===== src/rtl/gpu_mem_arbiter.sv =====
// Round-robin arbiter sharing the GPU main external memory interface among
// NUM_REQ pipeline requesters: one transaction in flight, guarded by an ack timeout.
module gpu_mem_arbiter #(
   parameter int NUM_REQ        = 4,
   parameter int ADDR_W         = 30,
   parameter int TIMEOUT_CYCLES = 1024
) (
   input  logic                      clk_clk,
   input  logic                      reset_reset_n,
   input  logic [NUM_REQ-1:0]        req_valid,
   input  logic [NUM_REQ-1:0]        req_write,
   input  logic [NUM_REQ*ADDR_W-1:0] req_address,
   input  logic [NUM_REQ*4-1:0]      req_byte_enable,
   input  logic [NUM_REQ*32-1:0]     req_write_data,
   output logic [NUM_REQ-1:0]        req_ack,
   output logic [NUM_REQ-1:0]        req_err,
   output logic [31:0]               req_read_data,
   output logic [ADDR_W-1:0]         gpu_main_external_interface_address,
   output logic [3:0]                gpu_main_external_interface_byte_enable,
   output logic                      gpu_main_external_interface_read,
   output logic                      gpu_main_external_interface_write,
   output logic [31:0]               gpu_main_external_interface_write_data,
   input  logic                      gpu_main_external_interface_acknowledge,
   input  logic [31:0]               gpu_main_external_interface_read_data,
   output logic                      busy,
   output logic [2:0]                grant_id
);

   localparam int IDX_W = (NUM_REQ > 1) ? $clog2(NUM_REQ) : 1;
   localparam int CNT_W = $clog2(TIMEOUT_CYCLES);
   localparam logic [CNT_W-1:0] CNT_LAST = CNT_W'(TIMEOUT_CYCLES - 1);

   typedef enum logic {ST_IDLE, ST_BUSY} state_t;

   state_t             state;
   logic [IDX_W-1:0]   last_grant;
   logic [CNT_W-1:0]   cnt;
   logic               win_found;
   logic [IDX_W-1:0]   win_idx;
   logic [NUM_REQ-1:0] grant_mask;

   logic [ADDR_W-1:0]  addr_a [NUM_REQ];
   logic [3:0]         be_a   [NUM_REQ];
   logic [31:0]        wd_a   [NUM_REQ];

   for (genvar g = 0; g < NUM_REQ; g++) begin : g_unpack
      assign addr_a[g] = req_address[g*ADDR_W +: ADDR_W];
      assign be_a[g]   = req_byte_enable[g*4 +: 4];
      assign wd_a[g]   = req_write_data[g*32 +: 32];
   end

   // First requesting index after the previous winner, wrapping around.
   function automatic logic [IDX_W:0] pick_next(input logic [NUM_REQ-1:0] valid,
                                                input logic [IDX_W-1:0]   last);
      logic             found;
      logic [IDX_W-1:0] idx;
      logic [IDX_W-1:0] idx_c;
      int               cand;
      found = 1'b0;
      idx   = '0;
      for (int k = 1; k <= NUM_REQ; k++) begin
         cand  = (int'(last) + k) % NUM_REQ;
         idx_c = IDX_W'(cand);
         if (!found && valid[idx_c]) begin
            found = 1'b1;
            idx   = idx_c;
         end
      end
      return {found, idx};
   endfunction

   assign {win_found, win_idx} = pick_next(req_valid, last_grant);
   assign grant_mask = NUM_REQ'(1) << last_grant;

   always_ff @(posedge clk_clk) begin
      if (!reset_reset_n) begin
         state                                   <= ST_IDLE;
         last_grant                              <= IDX_W'(NUM_REQ - 1);
         cnt                                     <= '0;
         req_ack                                 <= '0;
         req_err                                 <= '0;
         req_read_data                           <= '0;
         gpu_main_external_interface_address     <= '0;
         gpu_main_external_interface_byte_enable <= '0;
         gpu_main_external_interface_read        <= 1'b0;
         gpu_main_external_interface_write       <= 1'b0;
         gpu_main_external_interface_write_data  <= '0;
         busy                                    <= 1'b0;
         grant_id                                <= '0;
      end else begin
         req_ack <= '0;
         req_err <= '0;
         case (state)
            ST_IDLE: begin
               if (win_found) begin
                  gpu_main_external_interface_address     <= addr_a[win_idx];
                  gpu_main_external_interface_byte_enable <= be_a[win_idx];
                  gpu_main_external_interface_write_data  <= wd_a[win_idx];
                  gpu_main_external_interface_write       <= req_write[win_idx];
                  gpu_main_external_interface_read        <= ~req_write[win_idx];
                  grant_id                                <= 3'(win_idx);
                  last_grant                              <= win_idx;
                  busy                                    <= 1'b1;
                  cnt                                     <= '0;
                  state                                   <= ST_BUSY;
               end
            end
            ST_BUSY: begin
               // Acknowledge takes precedence over a timeout landing on the same edge.
               if (gpu_main_external_interface_acknowledge) begin
                  gpu_main_external_interface_read  <= 1'b0;
                  gpu_main_external_interface_write <= 1'b0;
                  req_ack                           <= grant_mask;
                  req_read_data                     <= gpu_main_external_interface_read_data;
                  busy                              <= 1'b0;
                  state                             <= ST_IDLE;
               end else if (cnt == CNT_LAST) begin
                  gpu_main_external_interface_read  <= 1'b0;
                  gpu_main_external_interface_write <= 1'b0;
                  req_ack                           <= grant_mask;
                  req_err                           <= grant_mask;
                  req_read_data                     <= '0;
                  busy                              <= 1'b0;
                  state                             <= ST_IDLE;
               end else begin
                  cnt <= cnt + 1'b1;
               end
            end
            default: state <= ST_IDLE;
         endcase
      end
   end

endmodule


===== config.mk =====
export PLATFORM = sky130hd
export DESIGN_NAME = gpu_mem_arbiter
export DESIGN_NICKNAME = d
export VERILOG_FILES = /design/src/rtl/gpu_mem_arbiter.sv
export SDC_FILE = /design/constraint.sdc
export NUM_CORES = 1
export LEC_CHECK = 0
export ABC_AREA = 1
export BUFFER_PORTS_ARGS = -buffer_cell sky130_fd_sc_hd__buf_2
export CORE_AREA = 2 2 161 163
export CTS_CLUSTER_SIZE = 10
export DETAILED_ROUTE_END_ITERATION = 10
export DIE_AREA = 0 0 163 165
export SYNTH_ARGS = -nofsm -noshare
export SYNTH_HDL_FRONTEND = slang
export SYNTH_SLANG_ARGS = --single-unit

===== constraint.sdc =====
create_clock -name clk_clk -period 3.1 [get_ports clk_clk]
set_input_delay 0.62 -clock clk_clk [delete_from_list [all_inputs] [get_ports clk_clk]]
set_output_delay 0.62 -clock clk_clk [all_outputs]
set_load 0.01 [all_outputs]

==> results of run 1 <==
==> kinds of logic (layout without fill, tap and decap cells) <==
family	count (synthesis)	after routing	synth area share
and+or+nand+nor	828	828	0.457
xor gates and xnor gates	2	2	0.00214
other	1	5	0.000458
adders and majority gates	5	5	0.00764
buffers and inverters	389	774	0.195
DFF	124	124	0.303
AOI/OAI and AO/OA	54	54	0.0348
==> path summary, 6_finish.rpt <==
kind | end | slack, ns | start | cells past startpoint
worst max-delay path | gpu_main_external_interface_write_data[25] | 0.29 | last_grant[1] | 14
worst min-delay path | req_read_data[14] | 0.44 | gpu_main_external_interface_read_data[14] | 3
worst max register to register | gpu_main_external_interface_write_data[25] | 0.29 | last_grant[1] | 14
worst min register to register | req_read_data[22] | 0.48 | req_read_data[22] | 2
==> power by group through the flow <==
stage	clock [mW]	sequential [mW]	combinational (mW)
2_1_floorplan	0	2.49	5.81
3_3_place_gp	0	2.31	8.02
3_5_place_dp	0	2.32	8.08
4_1_cts	2.24	2.29	8.11
5_1_grt	2.32	2.34	9.10
6_report	2.17	2.29	8.05
==> layer usage <==
layer	GRT usage	vias to the layer above	wire length, um
li1	-	4997	-
met1	0.265	4346	12800
met2	0.374	359	14500
met3	0.0595	47	2290
met4	0.0656	8	637
met5	0	-	51
==> critical path: cells and delay by family, from the launching register on <==
| kind | cells | cell delay [ns] |
|---|---|---|
| AOI/OAI and AO/OA | 1 | 0.20 |
| DFF | 1 | 0.41 |
| buffers and inverters | 4 | 0.67 |
| and+or+nand+nor | 8 | 1.06 |
| adders and majority gates | 1 | 0.34 |
==> cell usage after synthesis (all sizes together) <==
master	count	share of area
a21oi	13	0.0079
a31oi	1	0.00076
and2	1	0.00076
buf	52	0.040
clkbuf	36	0.016
conb	1	0.00046
dfxtp	124	0.30
ha	5	0.0076
inv	301	0.14
nand2	352	0.16
nand3	250	0.15
nand3b	66	0.060
nand4	5	0.0057
nor2	143	0.066
nor3	9	0.0055
nor3b	1	0.0015
nor4	1	0.00076
o211ai	2	0.0018
o21a	1	0.00092
o21ai	36	0.022
o21bai	1	0.00092
xnor2	1	0.0011
xor2	1	0.0011
==> per-stage QoR <==
step           hold slack (ns)  setup WS (ns)  cells
3_5_place_dp             0.460          0.293   2086
5_1_grt                  0.428         0.0671   2121
4_1_cts                  0.423          0.287   2118
6_report                 0.444          0.293   2122
2_1_floorplan            0.451          0.862   1403
3_3_place_gp             0.455          0.337   2086
==> registers in the layout, summed over array words and instances, names as in the netlist, 2 cells and up <==
signal	count
grant_id	2
gpu_main_external_interface_byte_enable	4
req_read_data	32
cnt	10
gpu_main_external_interface_write_data	32
req_ack	4
req_err	4
gpu_main_external_interface_address	30
last_grant	2
==> final cells by class <==
| class | count | area [um^2] |
|---|---|---|
| fillers | 2708 | 13900 |
| multi-input cells | 890 | 4120 |
| flip-flops and latches | 124 | 2480 |
| repair buffers | 441 | 2320 |
| inverters | 301 | 1140 |
| clock buffers | 18 | 429 |
| well taps | 330 | 413 |
| clock inverters | 14 | 205 |
| diodes | 4 | 10.0 |
==> timing repair <==
| action | CTS | global route |
|---|---|---|
| resized for setup | 0 | 2 |
| hold buffers | 0 | 0 |
| setup endpoints to repair | 0 | 1 |
==> metrics.md, run 1 <==
| Metric | Value |
|---|---|
| Outcome | `completed` |
| Unrepaired setup endpoints after global routing | `false` |
| Number of design rule violations left after detail routing | `0` |
| Pin count of the biggest net entering global routing | `86` |
| Post-Syn Area per Cell | `5.84 um^2` |
| Effective utilization at floorplan | `0.327` |
| Number of I/O pins | `419` |
| Number of library cell types mapped by synthesis | `33` |
| Routability Congestion | `0.900` |
| Leading cell type in the layout, fill and taps excluded | `sky130_fd_sc_hd__buf_2` |
| Master cell of the clock root buffer | `sky130_fd_sc_hd__clkbuf_16` |
| IO buf count | `417` |
| P per Cell Area | `1130 nW/um^2` |
| First-pass iteration count of the detailed router | `5` |
| Detailed router's first-iteration violation count | `706` |
| Number of violations of the max-capacitance limit | `0` |
| Net count after synthesis | `1715` |
| Switching power | `6.40 mW` |
| Critical path required time | `3.43 ns` |
| Setup tns final | `0 ns` |
| Final hold violations | `0` |
| Clock insertion delay at the later pin of the skew report | `0.42 ns` |
| Final Max Tran Viols | `0` |
| Maximum fanout along the worst path | `50` |
| Arrival time at the worst endpoint | `3.13 ns` |
| Aggregate global-route resource usage | `0.218` |
| Total power of the final layout | `12.5 mW` |
| Slew at the pin closest to its max-slew limit | `0.860 ns` |
| Switching part of the total | `0.512` |
| Nature of the critical path endpoint | `flop` |
| Share of total power in combinational logic | `0.644` |
| Total wirelength of the detailed-routed design | `30300 um` |
| Worst max-slew margin expressed relative to the limit | `0.425` |
| Final critical-path share of the clock period | `0.906` |
| Seq cells post-synth | `124` |
| Num CTS Buffers | `17` |
| Average wire length per cell after detail routing | `14.3 um` |
| TritonCTS clock tree | `built` |
| Clock network fraction of design power | `0.174` |
| Total number of yosys warnings | `0` |
| Top library cells by usage in the layout, fill and taps aside | `417 x sky130_fd_sc_hd__buf_2, 346 x sky130_fd_sc_hd__nand2_1, 293 x sky130_fd_sc_hd__inv_1` |
| Highest clock frequency the design can meet | `356 MHz` |
| Number of instances in the synthesized netlist | `1403` |
| Share of layout cells above drive strength 1 | `0.274` |
| Pleak | `6.77 nW` |
| Final setup violating endpoints | `0` |
| Overall via count from detail_route | `9757` |
| Total setup buffers inserted after CTS | `0` |
| CTS sink cnt | `124` |
| Horizontal die dimension | `163 um` |
| Path category of the worst min-delay check | `primary input to flop` |
| Peak ir drop on the vdd network | `1.21 mV` |
| Area post-placement | `10500 um^2` |
| Vias per cell | `4.60` |
| Clock Path Buffers | `2` |
| Series of cell instances along the critical path | `inv_2 -> ha_1 -> inv_1 -> nand3_1 -> nand2_1 -> o21ai_2 -> nand3_4 -> nand2_4 -> buf_4 -> nand2_1 -> nand3_1 -> nand3_1 -> nand2_1 -> inv_1` |
| Estimated wirelength of the detail-placed design | `22700 um` |
| H-tree lvl count | `4` |
| Die area | `26900 um^2` |
| Clock slew at the register clock pins of the worst setup and hold paths | `0.07 ns` |
| Core occupancy in the finished layout | `0.444` |
| Vias in the first global route | `8951` |
| Final standard cell area without fillers | `11100 um^2` |
| Post-synthesis cell area | `8190 um^2` |
| Seq/Total Area, Yosys | `0.303` |
| Height of the die | `165 um` |
| Core area | `25000 um^2` |
| Worst Skew | `0.0106 ns` |
| Crit start category | `flop` |
| Sequential fraction of design power | `0.183` |
| Final period demand of the worst path | `2.81 ns` |
| Global-route wire length before repair | `46100 um` |
| Internal power contribution | `6.11 mW` |
| Overflow left after global routing | `0` |
| Critical path type | `flop to flop` |
| Crit path largest cell delay | `0.45 ns` |
| Antenna violations before repair | `8` |
| Area growth from synthesis to final layout | `35.7%` |
| Number of placement rows | `58` |
| Slowest library cell on the worst path | `sky130_fd_sc_hd__buf_4` |
| Count of nets after finishing | `2087` |
| Antenna Nets Post-Route | `0` |
(Power assumes the default switching activity.)
==> inputs of run 2 (changes only) <==
--- a/config.mk
+++ b/config.mk
@@ -5,7 +5,6 @@
 export SDC_FILE = /design/constraint.sdc
 export NUM_CORES = 1
 export LEC_CHECK = 0
-export ABC_AREA = 1
 export BUFFER_PORTS_ARGS = -buffer_cell sky130_fd_sc_hd__buf_2
 export CORE_AREA = 2 2 161 163
 export CTS_CLUSTER_SIZE = 10
==> run 2 against run 1 <==
- total power fell by 38%
- clock skew increased by 0.0014 ns
- sequential power down 9.6%
- routed wire length down 6.5%
- critical endpoint is now gpu_main_external_interface_write_data[14]
- highest routed layer unchanged
- sequential share of layout area is 1.2 points higher
- non-clock buffer count rose by 16
- critical path depth is 5 lower
==> metrics.md, run 2 <==
| Metric | Value |
|---|---|
| Pleak | `4.98 nW (-26%)` |
| Overall via count from detail_route | `8028 (-18%)` |
| First-pass iteration count of the detailed router | `6 (+1)` |
| Core area | `25000 um^2 (unchanged)` |
| Clock slew at the register clock pins of the worst setup and hold paths | `0.06 ns (about the same)` |
| Master cell of the clock root buffer | `sky130_fd_sc_hd__clkbuf_16` |
| Final Max Tran Viols | `0 (unchanged)` |
| Share of layout cells above drive strength 1 | `0.433 (+0.159)` |
| Seq/Total Area, Yosys | `0.343 (+0.0397)` |
| IO buf count | `417 (unchanged)` |
| Slowest library cell on the worst path | `sky130_fd_sc_hd__or3_2` |
| Antenna violations before repair | `2 (-6)` |
| Seq cells post-synth | `124 (unchanged)` |
| Final hold violations | `0 (unchanged)` |
| Clock Path Buffers | `2 (unchanged)` |
| Vias in the first global route | `7829 (-13%)` |
| Final critical-path share of the clock period | `0.918 (+0.0123)` |
| Setup tns final | `0 ns (unchanged)` |
| Aggregate global-route resource usage | `0.200 (-0.0172)` |
| Main flop type after synthesis | `sky130_fd_sc_hd__dfxtp_1` |
| Height of the die | `165 um (unchanged)` |
| Core occupancy in the finished layout | `0.422 (-0.0218)` |
| Antenna Nets Post-Route | `0 (unchanged)` |
| Arrival time at the worst endpoint | `3.14 ns (about the same)` |
| Top library cells by usage in the layout, fill and taps aside | `417 x sky130_fd_sc_hd__buf_2, 123 x sky130_fd_sc_hd__dfxtp_1, 113 x sky130_fd_sc_hd__nand2_1` |
| Largest regs | `gpu_main_external_interface_write_data x32, req_read_data x32, gpu_main_external_interface_address x30` |
| Number of enable-type register cells in the synthesized netlist | `0 (unchanged)` |
| Maximum fanout along the worst path | `34 (-32%)` |
| Global-route wire length before repair | `42000 um (-8.8%)` |
| Die area | `26900 um^2 (unchanged)` |
| Pin count of the biggest net entering global routing | `46 (-47%)` |
| Number of inserted filler cells in the final layout | `2549 (-5.9%)` |
| Overflow left after global routing | `0 (unchanged)` |
| Effective utilization at floorplan | `0.289 (-0.0379)` |
| Antenna diode count | `0 (-4)` |
| Number of library cell types mapped by synthesis | `50 (+52%)` |
| Worst Skew | `0.0120 ns (+0.00136 ns)` |
| H-tree lvl count | `4 (unchanged)` |
| Top cells by area, synth | `sky130_fd_sc_hd__dfxtp_1 34%, sky130_fd_sc_hd__mux2i_1 9.4%, sky130_fd_sc_hd__nand2_1 5.9%, sky130_fd_sc_hd__a221o_1 5.4%, sky130_fd_sc_hd__nor2_1 5.2%` |
| Routability Congestion | `0.798 (-11%)` |
| Worst max-slew margin expressed relative to the limit | `0.526 (+0.101)` |
| Nature of the critical path endpoint | `flop` |
| Number of instances in the synthesized netlist | `812 (-42%)` |
| Top-area cell type share of the netlist area | `0.343 (+0.0397)` |
| Estimated wirelength of the detail-placed design | `20800 um (-8.6%)` |
| Critical path required time | `3.40 ns (-0.03 ns)` |
| Number of placement rows | `58 (unchanged)` |
| WHS | `0.418 ns (-0.0267 ns)` |
| Total setup buffers inserted after CTS | `0 (unchanged)` |
| Vias per cell | `5.16 (+12%)` |
| Post-Syn Area per Cell | `8.92 um^2 (+53%)` |
| Post-synthesis cell area | `7240 um^2 (-12%)` |
| Final period demand of the worst path | `2.85 ns (+0.0382 ns)` |
| CTS sink cnt | `124 (unchanged)` |
| Path category of the worst min-delay check | `primary input to flop` |
| Series of cell instances along the critical path | `inv_2 -> ha_4 -> mux4_2 -> nor2b_4 -> or3_2 -> o21a_4 -> buf_12 -> mux2_4 -> a221o_1` |
| Crit path largest cell delay | `0.51 ns (+0.06 ns)` |
| Outcome | `completed` |
| Crit start category | `flop` |
| Final setup violating endpoints | `0 (unchanged)` |
| Count of nets after finishing | `1524 (-27%)` |
| Peak ir drop on the vdd network | `0.274 mV (-77%)` |
| Num CTS Buffers | `17 (unchanged)` |
| Asr flop ratio synth | `0 (unchanged)` |
| Clock insertion delay at the later pin of the skew report | `0.42 ns (about the same)` |
| Total power of the final layout | `7.69 mW (-38%)` |
| Count of instances resized after the clock tree is built | `0 (unchanged)` |
| Hold-fix buffer count after cts | `0 (unchanged)` |
| Detailed router's first-iteration violation count | `385 (-45%)` |
| Synth top cells by count | `124 x sky130_fd_sc_hd__dfxtp_1, 113 x sky130_fd_sc_hd__nand2_1, 100 x sky130_fd_sc_hd__nor2_1, 68 x sky130_fd_sc_hd__mux2i_1, 50 x sky130_fd_sc_hd__clkbuf_1` |
| Horizontal die dimension | `163 um (unchanged)` |
| Highest clock frequency the design can meet | `351 MHz (-1.3%)` |
| P per Cell Area | `728 nW/um^2 (-35%)` |
| Number of I/O pins | `419 (unchanged)` |
| Leading cell type in the layout, fill and taps excluded | `sky130_fd_sc_hd__buf_2` |
| Total wirelength of the detailed-routed design | `28300 um (-6.5%)` |
| Number of violations of the max-capacitance limit | `0 (unchanged)` |
| Area growth from synthesis to final layout | `46.0%` |
| Average wire length per cell after detail routing | `18.2 um (+28%)` |
| Slew at the pin closest to its max-slew limit | `0.707 ns (-0.153 ns)` |
| TritonCTS clock tree | `built` |
| Critical path type | `flop to flop` |
| Net count after synthesis | `1124 (-34%)` |
| Most used standard cell by instance count after synthesis | `sky130_fd_sc_hd__dfxtp_1` |
| Unrepaired setup endpoints after global routing | `false` |
| Total number of yosys warnings | `0 (unchanged)` |
| Top cell type by total area after synthesis | `sky130_fd_sc_hd__dfxtp_1` |
| Number of design rule violations left after detail routing | `0 (unchanged)` |
run 2: cell count changes in the layout (fill, tap and decap cells not counted), sizes merged, moves of 42 or more:
cell / previous run / this run
inv: 306 / 7
mux2i: 0 / 68
nand2: 352 / 113
nand3: 250 / 2
nand3b: 66 / 4
nor2: 143 / 101
run 2: final timing paths:
check / start / endpoint / slack, ns / cells after the start
max: last_grant[0] / gpu_main_external_interface_write_data[14] / 0.25 / 9
min: gpu_main_external_interface_read_data[19] / req_read_data[19] / 0.42 / 2
max reg2reg: last_grant[0] / gpu_main_external_interface_write_data[14] / 0.25 / 9
min reg2reg: busy / busy / 0.47 / 1
run 2: cells by family after synthesis:
| logic type | count (synthesis) | share of synthesized area |
|---|---|---|
| adder cells (fa/ha/maj) | 5 | 0.00864 |
| XOR/XNOR | 8 | 0.00968 |
| buffers and inverters | 79 | 0.0503 |
| AND/OR/NAND/NOR | 250 | 0.147 |
| multiplexers | 111 | 0.168 |
| other | 1 | 0.000518 |
| flip-flops | 124 | 0.343 |
| AO/OA/AOI/OAI | 234 | 0.274 |
run 2: final cells by class:
cell class                 instances  area [um^2]  share of cell area
clock inverter                    10          151              0.0143
sequential                       124         2490               0.235
multi-input combinational        609         4460               0.422
inverter                           3         11.3             0.00107
clock buffer                      22          484              0.0458
tap                              330          413              0.0391
timing repair buffer             457         2560               0.242
run 2: where the power goes:
group          internal (mW)  total [mW]  leakage [nW]  switching, mW
clock network           1.37        2.20         0.312          0.830
registers               1.90        2.07          1.02          0.164
logic                   1.56        3.43          3.64           1.86
total                   4.83        7.69          4.98           2.86
run 2: metrics by stage:
stage                     setup WS, ns  std cells  area (um^2)
after detailed placement        0.0576       1523         9940
after global routing             0.116       1555        10600
after floorplan                 0.0413        812         7280
final                            0.255       1555        10600
after CTS                        0.235       1555        10600
after global placement          0.0805       1523         9940
run 2: critical path: cells and delay by family, from the launching register on:
kind / cells / cell delay [ns]
compound gates: 2 / 0.49
mux: 2 / 0.63
fa+ha+maj: 1 / 0.28
simple gates: 2 / 0.66
buf+inv: 2 / 0.25
flops: 1 / 0.40
run 2: layer usage:
layer  global-route usage  share of wire  vias to the layer above
met5                    0        0.00042                        -
met4               0.0628          0.020                        2
met3               0.0588          0.076                       34
met2                0.363           0.50                      317
met1                0.226           0.40                     3792
li1                     -              -                     3883
